### config.mk
export PLATFORM = sky130hd
export DESIGN_NAME = chan_mux_rr
export DESIGN_NICKNAME = d
export VERILOG_FILES = /design/src/rtl/chan_mux_rr.sv
export SDC_FILE = /design/constraint.sdc
export NUM_CORES = 1
export LEC_CHECK = 0
export CORE_AREA = 2 2 66 62
export CTS_BUF_LIST = sky130_fd_sc_hd__clkbuf_2
export CTS_CLUSTER_SIZE = 24
export DETAILED_ROUTE_END_ITERATION = 10
export DIE_AREA = 0 0 68 64
export GPL_TIMING_DRIVEN = 0
export MAX_ROUTING_LAYER = met4
export PLACE_DENSITY = 0.76
export SKIP_CTS_REPAIR_TIMING = 1
export SLEW_MARGIN = 40
export SYNTH_ARGS = -nofsm -noshare
export SYNTH_HDL_FRONTEND = slang
export SYNTH_SLANG_ARGS = --single-unit
### constraint.sdc
create_clock -name clk -period 4.2 [get_ports clk]
set_input_delay 0.84 -clock clk [delete_from_list [all_inputs] [get_ports clk]]
set_output_delay 0.84 -clock clk [all_outputs]
set_load 0.02 [all_outputs]
### src/rtl/chan_mux_rr.sv
// chan_mux_rr: N-channel valid/ready mux with fixed-priority or round-robin arbitration into a one-entry output register.
// Packet locking (in_last/out_last) is compiled in when CHAN_MUX_LOCK_EN is defined.
module chan_mux_rr #(
    parameter int NCH = 4,
    parameter int DW  = 8,
    parameter int CW  = 2
) (
    input  logic              clk,
    input  logic              rst,
    input  logic              mode,
    input  logic [NCH-1:0]    in_valid,
    input  logic [NCH*DW-1:0] in_data,
`ifdef CHAN_MUX_LOCK_EN
    input  logic [NCH-1:0]    in_last,
    output logic              out_last,
`endif
    output logic [NCH-1:0]    in_ready,
    output logic              out_valid,
    output logic [DW-1:0]     out_data,
    output logic [CW-1:0]     out_chan,
    input  logic              out_ready
);

    if (CW != $clog2(NCH)) begin : g_bad_cw
        $error("chan_mux_rr: CW must equal $clog2(NCH)");
    end
    if (NCH < 2 || NCH > 16) begin : g_bad_nch
        $error("chan_mux_rr: NCH must be in 2..16");
    end

    logic [CW-1:0] ptr;
    logic [CW-1:0] gnt;
    logic [CW-1:0] idx;
    logic [DW-1:0] sel_data;
    logic          found;
    logic          can_load;
    logic          xfer;
    logic          last_beat;
    int            tmp;

`ifdef CHAN_MUX_LOCK_EN
    logic          lock;
    logic [CW-1:0] lock_chan;
    assign last_beat = in_last[gnt];
`else
    assign last_beat = 1'b1;
`endif

    // rst gates can_load so in_ready falls immediately on an asynchronous reset
    assign can_load = !rst && (!out_valid || out_ready);
    assign xfer     = found && can_load;

    always_comb begin
        gnt   = '0;
        found = 1'b0;
        idx   = '0;
        tmp   = 0;
        for (int k = 0; k < NCH; k++) begin
            tmp = mode ? (int'(ptr) + k) % NCH : k;
            idx = CW'(tmp);
            if (!found && in_valid[idx]) begin
                gnt   = idx;
                found = 1'b1;
            end
        end
`ifdef CHAN_MUX_LOCK_EN
        if (lock) begin
            gnt   = lock_chan;
            found = in_valid[lock_chan];
        end
`endif
    end

    always_comb begin
        in_ready = '0;
        sel_data = '0;
        for (int k = 0; k < NCH; k++) begin
            in_ready[k] = xfer && (CW'(k) == gnt);
            if (CW'(k) == gnt) sel_data = in_data[k*DW +: DW];
        end
    end

    always_ff @(posedge clk or posedge rst) begin
        if (rst) begin
            out_valid <= 1'b0;
            out_data  <= '0;
            out_chan  <= '0;
            ptr       <= '0;
        end else begin
            if (xfer) begin
                out_valid <= 1'b1;
                out_data  <= sel_data;
                out_chan  <= gnt;
            end else if (out_ready) begin
                out_valid <= 1'b0;
            end
            if (xfer && last_beat) ptr <= (gnt == CW'(NCH - 1)) ? '0 : gnt + 1'b1;
        end
    end

`ifdef CHAN_MUX_LOCK_EN
    always_ff @(posedge clk or posedge rst) begin
        if (rst) begin
            lock      <= 1'b0;
            lock_chan <= '0;
            out_last  <= 1'b0;
        end else if (xfer) begin
            lock      <= !in_last[gnt];
            lock_chan <= gnt;
            out_last  <= in_last[gnt];
        end
    end
`endif

endmodule

==> impl_metrics.toml, run 1 <==
[clocking]
clockRootBuffer = "clkbuf_2"
htree_levels = 1
clk_pin_slew_worst_paths_ns = 0.11
clk_latency_ns = 0.26
cts_buffer_depth = 2
cts_tree = "yes"
cts.sinks = 13
cts_buffers = 3

[critical_path]
worst-r2r-cell-count = 14
cp_num_buf_inv = 4
worstPathRequired_ns = 3.36
start_kind = "input port"
cp_cell_sequence = "clkdlybuf4s50_1 > buf_4 > and4bb_1 > a21o_1 > o21a_2 > nor3b_2 > o21bai_2 > ha_2 > buf_2 > and3_1 > clkbuf_2"
critPathCapture = "in_ready[3]"
path_depth = 11
max_stage_delay_ns = 0.43
crit_start = "mode"
crit_fanout = 10
r2r-start = "ptr[1]"
worstSetupPathType = "input port to output pin"
r2r_end = "out_data[5]"
crit_family = "buffers and inverters"
rrSetupSlack_ns = 1.10
cp_slowest_cell = "clkdlybuf4s50_1"
endpoint_kind = "output pin"
cp.arrival_ns = 3.29

[synth]
ys_seq_elements = 13
synth_cell_types = 50
syn-num-nets = 194
synthAdderAreaFrac_pct = 4.103
synthMuxAreaShare_pct = 3.385
yosysWarnings = 0
synth-simple-area-share_pct = 29.54
ys_async_sr_fraction_pct = 100.0
synth.avg_cell_area_sq_um = 8.133
synth_top_family_by_area = "simple AND/OR/NAND/NOR gates"
synth_edf_count = 0
synthCells = 150
netlist_area_sq_um = 1220
ys.flop_type = "dfrtp_1"
synth_compound_area_share_pct = 29.33
seq_area_frac_synth_pct = 26.67
synth_xor_area_share_pct = 0.7179

[sta]
worstMarginPinSlew_ns = 0.4708
slew_violations = 0
setup_viol_count_final = 0
max_freq_ghz = 0.2421
fin_crit_sh_pct = 98.36
final.setup.tns_ns = 0
fin_crit_ns = 4.131
fin_skew_ns = 0.001810
relSlewSlack_pct = 68.55
finalHoldViolCount = 0

[route]
drc_errors = 0
via_count = 1377
wire_per_inst_microns = 14.31
via_per_inst = 5.358
ant_nets = 0
dr.pass1.iters = 5
totalWireLength_mm = 3.677
drtIter0Drc = 93

[power]
ir_drop_uv = 217.7
leakage_nw = 0.8180
p_per_area_nw_per_um2 = 601.4

[floorplan]
die_area_sq_um = 4352
core_area_sq_um = 3626
num_rows = 21
pin_count = 55
die_x_microns = 68
initial_core_util_pct = 33.64
die_h_microns = 64

[worst_hold_path]
hp-class = "flop to flop"

[cells_and_area]
layout-drive-gt1-share_pct = 17.54
antennaDiodeCount = 0
area_growth_pct = 56.92
final_cell_count_no_fill = 257
final_util_pct = 52.80
layout_commonest_cell = "clkdlybuf4s50_1"
nNetsFinal = 256
fin_area_sq_um = 1914
final_cell_mix = "clkdlybuf4s50_1 (46), nand2_1 (16), dfrtp_1 (13)"

[placement]
dp_hpwl_mm = 2.781
place_inst = 248
dpl_cell_area_sq_um = 1798
gp_congestion = 0.8521
portBuffers = 52

[global_routing]
grt_max_degree = 14
antenna_found_initial = 0
grt_pass1_wl_mm = 5.768
grt_overflow = 0
grt.total_usage_pct = 17.33
grt_pass1_vias = 1229

[run_status]
status = "complete, no violations"

[flow_run]
cap_violations = 0
state kept, by name, summed over array words and instances (netlist names):
signal / count
ptr: 2
out_valid: 1
out_chan: 2
out_data: 8
area by class of cell:
type / instances / area [sq um]
Fill cell: 349 / 1712
Multi-Input combinational cell: 123 / 859.6
Timing Repair Buffer: 58 / 558.0
Sequential cell: 13 / 325.3
Buffer: 11 / 86.33
Tap cell: 46 / 57.56
Clock buffer: 4 / 20.02
Inverter: 2 / 7.507
power breakdown:
| group | leakage, nW | switching (W) | total, W | internal [W] |
|---|---|---|---|---|
| clock | 0.0166 | 0.0000372 | 0.0000624 | 0.0000253 |
| combinational | 0.641 | 0.000457 | 0.000875 | 0.000418 |
| sequential | 0.160 | 0.0000356 | 0.000214 | 0.000178 |
| total | 0.818 | 0.000530 | 0.00115 | 0.000621 |
cell usage after synthesis (all sizes together), types with 2 or more instances:
| library cell | count | area share [%] |
|---|---|---|
| mux2i | 3 | 2.5 |
| and2 | 5 | 2.6 |
| nand2b | 2 | 1.0 |
| a21oi | 11 | 4.5 |
| a221oi | 8 | 6.3 |
| nor2b | 11 | 5.6 |
| o21a | 3 | 1.8 |
| o21ai | 10 | 4.1 |
| nor3 | 8 | 3.3 |
| o211ai | 2 | 1.2 |
| a211oi | 2 | 1.6 |
| dfrtp | 13 | 27 |
| buf | 7 | 4.1 |
| nor2 | 8 | 2.7 |
| ha | 4 | 4.1 |
| and3 | 5 | 2.7 |
| clkbuf | 5 | 1.5 |
| a221o | 2 | 1.6 |
| nand2 | 17 | 5.4 |
| inv | 2 | 0.62 |
worst min path at each step:
| stage | from | endpoint | slack [ns] | cells past startpoint |
|---|---|---|---|---|
| 6_report | out_data[0] | out_data[0] | 0.50 | 2 |
| 2_1_floorplan | out_data[0] | out_data[0] | 0.59 | 2 |
| 5_1_grt | out_data[6] | out_data[6] | 0.54 | 2 |
| 3_3_place_gp | out_data[0] | out_data[0] | 0.46 | 2 |
| 3_5_place_dp | out_data[4] | out_data[4] | 0.47 | 2 |
| 4_1_cts | out_data[4] | out_data[4] | 0.50 | 2 |
cell families (layout without fill, tap and decap cells):
logic type      after synthesis  in the layout
simple gates                 65             65
mux                           4              4
flops                        13             13
xor+xnor                      1              1
compound gates               49             49
buf+inv                      14             75
fa+ha+maj                     4              4
tightest hold or removal path, cell delays in order (launching register included):
cell and delay (ns):
dfrtp_1 0.36, nand2_1 0.05, o21ai_0 0.06
per-stage QoR:
step           worst slack (ns)  hold WS, ns  power [W]
4_1_cts                 -0.9216       0.4985   0.001055
5_1_grt                -0.05851       0.5433   0.001250
3_5_place_dp            -0.9127       0.4723  0.0009886
2_1_floorplan            0.4241       0.5900  0.0007270
3_3_place_gp            -0.8295       0.4631  0.0009769
6_report                0.06871       0.4955   0.001151
per-layer routing:
metal / GRT usage, % / part of all wire (%)
met1: 24.67 / 47
met2: 25.73 / 47
met3: 1.761 / 3.2
met4: 5.250 / 2.0
met5: - / 0
(Power assumes the default switching activity.)
==> inputs of run 2 (changes only) <==
Settings changed: CAP_MARGIN set to 20.
==> results of run 2 <==
Final layout, timing and power as in run 1 (identical DEF).
